`config.mk`:
```
export PLATFORM = sky130hd
export DESIGN_NAME = wta_k_flat
export DESIGN_NICKNAME = d
export VERILOG_FILES = /design/src/rtl/wta_k_if.sv /design/src/rtl/wta_k.sv /design/src/flat_wrapper.sv
export SDC_FILE = /design/constraint.sdc
export NUM_CORES = 1
export LEC_CHECK = 0
export ABC_AREA = 1
export CORE_UTILIZATION = 35
export CTS_CLUSTER_DIAMETER = 40
export DETAILED_ROUTE_END_ITERATION = 8
export GPL_TIMING_DRIVEN = 1
export PLACE_DENSITY = 0.62
export SLEW_MARGIN = 20
export SYNTH_ARGS = -nofsm -noshare
export SYNTH_HDL_FRONTEND = slang
export SYNTH_SLANG_ARGS = --single-unit
export TNS_END_PERCENT = 1
```
`constraint.sdc`:
```
create_clock -name aclk -period 26.8 [get_ports aclk]
set_input_delay 2.68 -clock aclk [delete_from_list [all_inputs] [get_ports aclk]]
set_output_delay 2.68 -clock aclk [all_outputs]
set_load 0.005 [all_outputs]
```
`src/rtl/wta_k_if.sv`:
```
// Spike-side bundle of the k-winner-take-all block: raw spike lines and k request in,
// winner pulses and per-gamma status out.
interface wta_k_if #(
    parameter int NUM_INPUTS = 16
) ();
    localparam int KW = $clog2(NUM_INPUTS + 1);

    logic [NUM_INPUTS-1:0] input_spikes;
    logic [KW-1:0]         k_cfg;
    logic [NUM_INPUTS-1:0] output_spikes;
    logic [KW-1:0]         win_count;
    logic                  gamma_start;
    logic                  inhibited;

    modport master (
        output input_spikes, k_cfg,
        input  output_spikes, win_count, gamma_start, inhibited
    );

    modport slave (
        input  input_spikes, k_cfg,
        output output_spikes, win_count, gamma_start, inhibited
    );
endinterface

```
`src/rtl/wta_k.sv`:
```
// k-winner-take-all for a temporal-coded spiking column: the first k distinct lines to
// spike in each gamma cycle win and each winner emits one fixed-width output pulse.
module wta_k #(
    parameter int GAMMA_CYCLE_WIDTH = 16,
    parameter int PULSE_WIDTH       = 8,
    parameter int NUM_INPUTS        = 16,
    parameter int K                 = 1,
    parameter int TIE_MODE          = 0
) (
    input logic    aclk,
    input logic    rst,
    wta_k_if.slave bus
);
    localparam int KW = $clog2(NUM_INPUTS + 1);
    localparam int GW = (GAMMA_CYCLE_WIDTH > 1) ? $clog2(GAMMA_CYCLE_WIDTH) : 1;
    localparam int PW = $clog2(PULSE_WIDTH + 1);

    localparam logic [GW-1:0] GAMMA_LAST = GW'(GAMMA_CYCLE_WIDTH - 1);
    localparam logic [KW-1:0] K_MAX      = KW'(NUM_INPUTS);
    localparam logic [KW-1:0] K_RST      = KW'(K);
    localparam logic [PW-1:0] PULSE_LOAD = PW'(PULSE_WIDTH);

    logic [GW-1:0]         gamma_q, gamma_d;
    logic [KW-1:0]         k_active_q, k_active_d;
    logic [KW-1:0]         win_count_q, win_count_d;
    logic [NUM_INPUTS-1:0] prev_q;
    logic [NUM_INPUTS-1:0] fired_q, fired_d;
    logic [NUM_INPUTS-1:0] out_q, out_d;
    logic [PW-1:0]         pulse_q [NUM_INPUTS];
    logic [PW-1:0]         pulse_d [NUM_INPUTS];

    logic                  boundary;
    logic [NUM_INPUTS-1:0] event_w;
    logic [NUM_INPUTS-1:0] win_w;
    logic [KW-1:0]         remaining;
    logic [KW-1:0]         nwin;
    logic [KW:0]           win_sum;

    assign boundary  = (gamma_q == GAMMA_LAST);
    assign gamma_d   = boundary ? '0 : gamma_q + GW'(1);
    assign event_w   = bus.input_spikes & ~prev_q & ~fired_q;
    assign remaining = (win_count_q >= k_active_q) ? '0 : k_active_q - win_count_q;

    // Lowest index first; in tie mode 1 every event wins as long as any slot is left.
    always_comb begin
        win_w = '0;
        nwin  = '0;
        for (int i = 0; i < NUM_INPUTS; i++) begin
            if (event_w[i] && (remaining != '0) && ((TIE_MODE != 0) || (nwin < remaining))) begin
                win_w[i] = 1'b1;
                nwin     = nwin + KW'(1);
            end
        end
    end

    assign win_sum = {1'b0, win_count_q} + {1'b0, nwin};

    // The boundary clear overrides any winner update landing on the same edge.
    always_comb begin
        fired_d     = fired_q | win_w;
        win_count_d = (win_sum > {1'b0, K_MAX}) ? K_MAX : win_sum[KW-1:0];
        k_active_d  = k_active_q;
        for (int i = 0; i < NUM_INPUTS; i++) begin
            if (win_w[i]) begin
                pulse_d[i] = PULSE_LOAD;
            end else if (pulse_q[i] != '0) begin
                pulse_d[i] = pulse_q[i] - PW'(1);
            end else begin
                pulse_d[i] = '0;
            end
        end
        if (boundary) begin
            fired_d     = '0;
            win_count_d = '0;
            k_active_d  = (bus.k_cfg > K_MAX) ? K_MAX : bus.k_cfg;
            for (int i = 0; i < NUM_INPUTS; i++) begin
                pulse_d[i] = '0;
            end
        end
        for (int i = 0; i < NUM_INPUTS; i++) begin
            out_d[i] = (pulse_d[i] != '0);
        end
    end

    always_ff @(posedge aclk or negedge rst) begin
        if (!rst) begin
            gamma_q     <= '0;
            k_active_q  <= K_RST;
            win_count_q <= '0;
            prev_q      <= '0;
            fired_q     <= '0;
            out_q       <= '0;
            for (int i = 0; i < NUM_INPUTS; i++) begin
                pulse_q[i] <= '0;
            end
        end else begin
            gamma_q     <= gamma_d;
            k_active_q  <= k_active_d;
            win_count_q <= win_count_d;
            prev_q      <= bus.input_spikes;
            fired_q     <= fired_d;
            out_q       <= out_d;
            for (int i = 0; i < NUM_INPUTS; i++) begin
                pulse_q[i] <= pulse_d[i];
            end
        end
    end

    assign bus.output_spikes = out_q;
    assign bus.win_count     = win_count_q;
    assign bus.gamma_start   = (gamma_q == '0);
    assign bus.inhibited     = (win_count_q >= k_active_q);

endmodule

```
`src/flat_wrapper.sv`:
```
// flat-port wrapper written by rule: the top's interface ports become plain ports
module wta_k_flat 
#(
    parameter int GAMMA_CYCLE_WIDTH = 16,
    parameter int PULSE_WIDTH       = 8,
    parameter int NUM_INPUTS        = 16,
    parameter int K                 = 1,
    parameter int TIE_MODE          = 0
)
  (aclk, rst, bus_input_spikes, bus_k_cfg, bus_output_spikes, bus_win_count, bus_gamma_start, bus_inhibited);
  wta_k_if #(.NUM_INPUTS(NUM_INPUTS)) bus_i ();
  input logic aclk;
  input logic rst;
  input wire logic [$bits(bus_i.input_spikes)-1:0] bus_input_spikes;
  input wire logic [$bits(bus_i.k_cfg)-1:0] bus_k_cfg;
  output wire logic [$bits(bus_i.output_spikes)-1:0] bus_output_spikes;
  output wire logic [$bits(bus_i.win_count)-1:0] bus_win_count;
  output wire logic [$bits(bus_i.gamma_start)-1:0] bus_gamma_start;
  output wire logic [$bits(bus_i.inhibited)-1:0] bus_inhibited;
  assign bus_i.input_spikes = bus_input_spikes;
  assign bus_i.k_cfg = bus_k_cfg;
  assign bus_output_spikes = bus_i.output_spikes;
  assign bus_win_count = bus_i.win_count;
  assign bus_gamma_start = bus_i.gamma_start;
  assign bus_inhibited = bus_i.inhibited;
  wta_k #(.GAMMA_CYCLE_WIDTH(GAMMA_CYCLE_WIDTH), .PULSE_WIDTH(PULSE_WIDTH), .NUM_INPUTS(NUM_INPUTS), .K(K), .TIE_MODE(TIE_MODE)) u_core (.aclk(aclk), .rst(rst), .bus(bus_i));
endmodule
```
==> tab_implementation.tex <==
\begin{tabular}{lr}
\hline
Metric & Value \\
\hline
\multicolumn{2}{l}{\textbf{Status}} \\
\quad Status & completed \\
\multicolumn{2}{l}{\textbf{Detailed routing}} \\
\quad Number of vias after detailed routing & 7,085 \\
\quad Vias per std cell & 4.76 \\
\quad Final wirelength & 18.8 mm \\
\quad WL/cell & 12.6 µm \\
\quad Remaining design rule violation count & 0 \\
\quad TritonRoute pass-1 iters & 5 \\
\quad DRT antenna net count & 0 \\
\quad Drt initial violations & 349 \\
\multicolumn{2}{l}{\textbf{Setup path}} \\
\quad FF-to-FF path depth & 144 \\
\quad Crit path capture type & flip-flop \\
\quad Library cell contributing the largest single delay on the critical path & clkdlybuf4s50\_1 \\
\quad Worst Path Arrival & 24.95 ns \\
\quad Classification of the worst setup path & input pin to flip-flop \\
\quad CP Data Required Time & 27.10 ns \\
\quad Critical path launch point type & input pin \\
\quad Dominant cell type by count on the critical path & inv\_1 \\
\quad Slowest stage delay, CP & 0.50 ns \\
\quad Crit path max fanout & 9 \\
\quad Worst R2R End & u\_core.bus.win\_count[1]\$\_DFF\_PN0\_ \\
\quad Setup slack on the worst flop-to-flop path & 3.15 ns \\
\quad Start of the worst register-to-register path & u\_core.bus.win\_count[0]\$\_DFF\_PN0\_ \\
\multicolumn{2}{l}{\textbf{Placement}} \\
\quad Weighted congestion at the end of routability-driven global placement & 0.839 \\
\quad I/O Buffers & 45 \\
\quad Post-DP HPWL & 13.7 mm \\
\multicolumn{2}{l}{\textbf{Floorplan}} \\
\quad Count of boundary I/O pins & 46 \\
\quad Die area & 0.0257 mm² \\
\quad DIE HEIGHT & 160 µm \\
\quad Width of the die & 160 µm \\
\quad Core Area & 0.0245 mm² \\
\quad Cell Rows & 57 \\
\quad Initial Util & 35.8\% \\
\multicolumn{2}{l}{\textbf{Logic synthesis}} \\
\quad Mapped Avg Cell Area & 8.04 µm² \\
\quad Combined area of all synthesized cells & 0.00877 mm² \\
\quad Number of cells produced by synthesis & 1,090 \\
\quad Yosys cell types & 47 \\
\quad Cell taking the most area after synthesis & dfrtp\_1 \\
\quad Proportion of netlist area held by the largest area contributor & 35.7\% \\
\quad Ranking of synthesized cells by area & dfrtp\_1 36\%, ha\_1 15\%, nand2\_1 8.6\% \\
\quad Number of flops mapped to enable cells by yosys & 0 \\
\quad Yosys warning count & 0 \\
\quad Top-count cell post-synth & nand2\_1 \\
\quad Share of the yosys chip area belonging to registers & 36.0\% \\
\quad Fraction of registers with async set/reset & 100\% \\
\quad Flip-flop and latch count after synthesis & 126 \\
\quad Most instantiated flip-flop cell in the synthesis netlist & dfrtp\_1 \\
\quad Top cells by instance count after synthesis & 200 x nand2\_1, 159 x inv\_1, 125 x dfrtp\_1 \\
\multicolumn{2}{l}{\textbf{STA}} \\
\quad Relative slew slack & 51.0\% \\
\quad Final worst clock skew & 0.0101 ns \\
\quad Final hold violation count & 0 \\
\quad Final Critical Period & 24.65 ns \\
\quad Max Freq & 0.0406 GHz \\
\quad Setup repair after global routing missed its margin & no \\
\quad Final Cycle Share & 92.0\% \\
\quad Final Slew Violations & 0 \\
\quad Actual transition at the worst max-transition pin & 0.735 ns \\
\quad Sum of negative setup slack & 0 ns \\
\quad Setup-failing EPs final & 0 \\
\multicolumn{2}{l}{\textbf{Layout}} \\
\quad Final net count & 1,282 \\
\quad Area of the multi-input gates & 0.00501 mm² \\
\quad Area Growth Syn to Fin & 17.1\% \\
\quad Total of fill cells in the finished design & 2,396 \\
\quad Sequential cell area & 0.00315 mm² \\
\quad Count of antenna diodes in the layout & 0 \\
\quad Share of final-layout standard cells stronger than drive strength 1 & 10.8\% \\
\multicolumn{2}{l}{\textbf{Worst hold path}} \\
\quad Startpoint of the most critical hold path & u\_core.pulse\_q[8]\$\_DFF\_PN0\_ \\
\quad Class of the most critical hold timing path & flip-flop to flip-flop \\
\quad Worst min-delay path endpoint & u\_core.pulse\_q[8]\$\_DFF\_PN0\_ \\
\quad Cell depth of the worst hold path & 1 \\
\multicolumn{2}{l}{\textbf{CTS}} \\
\quad Clock root cell & clkbuf\_16 \\
\quad CTS Hold Buffers Added & 0 \\
\quad Clock Sinks & 126 \\
\quad Buffer depth of the longest clock path & 2 \\
\quad CTS tree & done \\
\quad TritonCTS Buffers & 17 \\
\quad Clock latency of the later-clocked register in the worst-skew pair & 0.42 ns \\
\quad H-tree Lvls & 4 \\
\quad Clock-pin slew on the worst setup and hold paths & 0.06 ns \\
\multicolumn{2}{l}{\textbf{Global route}} \\
\quad Via count of the first global-routing pass & 7,195 \\
\quad Global Route Usage Sum & 15.6\% \\
\quad Aggregate global routing overflow & 0 \\
\quad Initial antenna violation count & 0 \\
\quad First-pass GRT wire length & 32.8 mm \\
\quad Pin count of the biggest net entering global routing & 69 \\
\multicolumn{2}{l}{\textbf{Run}} \\
\quad Count of maximum capacitance violations & 0 \\
\hline
\end{tabular}
[per-stage QoR]
stage	hold WS (ns)	setup WS [ns]	utilization (%)	cells	area, µm²
4_1_cts	0.435	1.57	41.7	1486	10200
6_report	0.436	2.15	42.0	1488	10300
3_5_place_dp	0.427	1.26	39.4	1455	9630
2_1_floorplan	0.410	4.31	-	1091	8770
3_3_place_gp	0.419	1.62	39.4	1455	9630
5_1_grt	0.452	0.0508	42.0	1488	10300
[critical path: cells and delay by family]
kind / cells / cell delay [ns]
compound gates: 23 / 4.57
xor+xnor: 8 / 1.63
fa+ha+maj: 17 / 4.46
buf+inv: 28 / 3.38
mux: 1 / 0.39
simple gates: 61 / 7.79
[per-layer routing]
metal	part of all wire [%]	GRT usage [%]	vias up
met5	0	0	-
met4	0.89	4.24	0
met3	3.2	3.45	13
met2	47	26.2	98
met1	49	20.2	3270
li1	-	-	3704
[sequential cells by signal, indices dropped and copies added, names as in the netlist]
| name | count |
|---|---|
| u_core.bus.output_spikes | 16 |
| u_core.bus.win_count | 5 |
| u_core.k_active_q | 5 |
| u_core.pulse_q | 64 |
| u_core.fired_q | 16 |
| u_core.gamma_q | 4 |
| u_core.prev_q | 16 |
[cell type report]
cell class | instances | area share, %
multi-input combinational | 785 | 48.8
sequential | 126 | 30.7
inverter | 171 | 6.25
timing repair buffer | 51 | 4.84
clock buffer | 17 | 4.14
tap | 324 | 3.95
clock inverter | 14 | 1.32
[repair_timing]
action                     CTS  global route
buffers inserted             0             2
setup endpoints to repair    0             5
resized for setup            0            12
[worst max-delay path by stage]
stage	endpoint	start
after global routing	u_core.bus.win_count[1]$_DFF_PN0_	bus_input_spikes[0]
after detailed placement	u_core.bus.win_count[1]$_DFF_PN0_	bus_input_spikes[0]
after global placement	u_core.bus.win_count[2]$_DFF_PN0_	bus_input_spikes[0]
after floorplan	u_core.bus.win_count[0]$_DFF_PN0_	bus_input_spikes[0]
after CTS	u_core.bus.win_count[1]$_DFF_PN0_	bus_input_spikes[0]
final	u_core.bus.win_count[1]$_DFF_PN0_	bus_input_spikes[0]
[placed cells by master (no fill, tap or decap), types with 3 or more instances in the layout]
cell and instances:
or2_2 7, inv_2 10, clkdlybuf4s50_1 44, inv_6 5
o21ai_0 13, nand2_2 25, nor2_1 123, nor3_1 11
clkinvlp_4 4, inv_1 158, clkinv_4 3, ha_1 105
xnor2_2 3, nand3_1 88, nand2_1 200, dfrtp_1 125
a31oi_1 3, o211ai_1 14, buf_4 6, a211o_1 9
nand3b_1 6, xor2_1 25, nand3_2 8, nand2_4 14
nor3b_1 11, a21oi_1 46, nand4_1 23, or4_1 14
clkbuf_16 17, clkinv_1 3
[kinds of logic (layout without fill, tap and decap cells)]
logic type                 Yosys count  after routing  share of synthesized area, %
buffers and inverters              180            253                          7.75
DFF                                126            126                          36.0
xor gates and xnor gates            32             32                          3.28
adders and majority gates          107            107                          15.4
other                                1              2                        0.0428
muxes                                2              2                         0.257
AOI/OAI and AO/OA                  100            100                          7.29
and+or+nand+nor                    542            542                          30.0
Power is left out: the tool's default activity adds up to more than one toggle a clock period on the data nets, which glitch-free logic cannot reach.
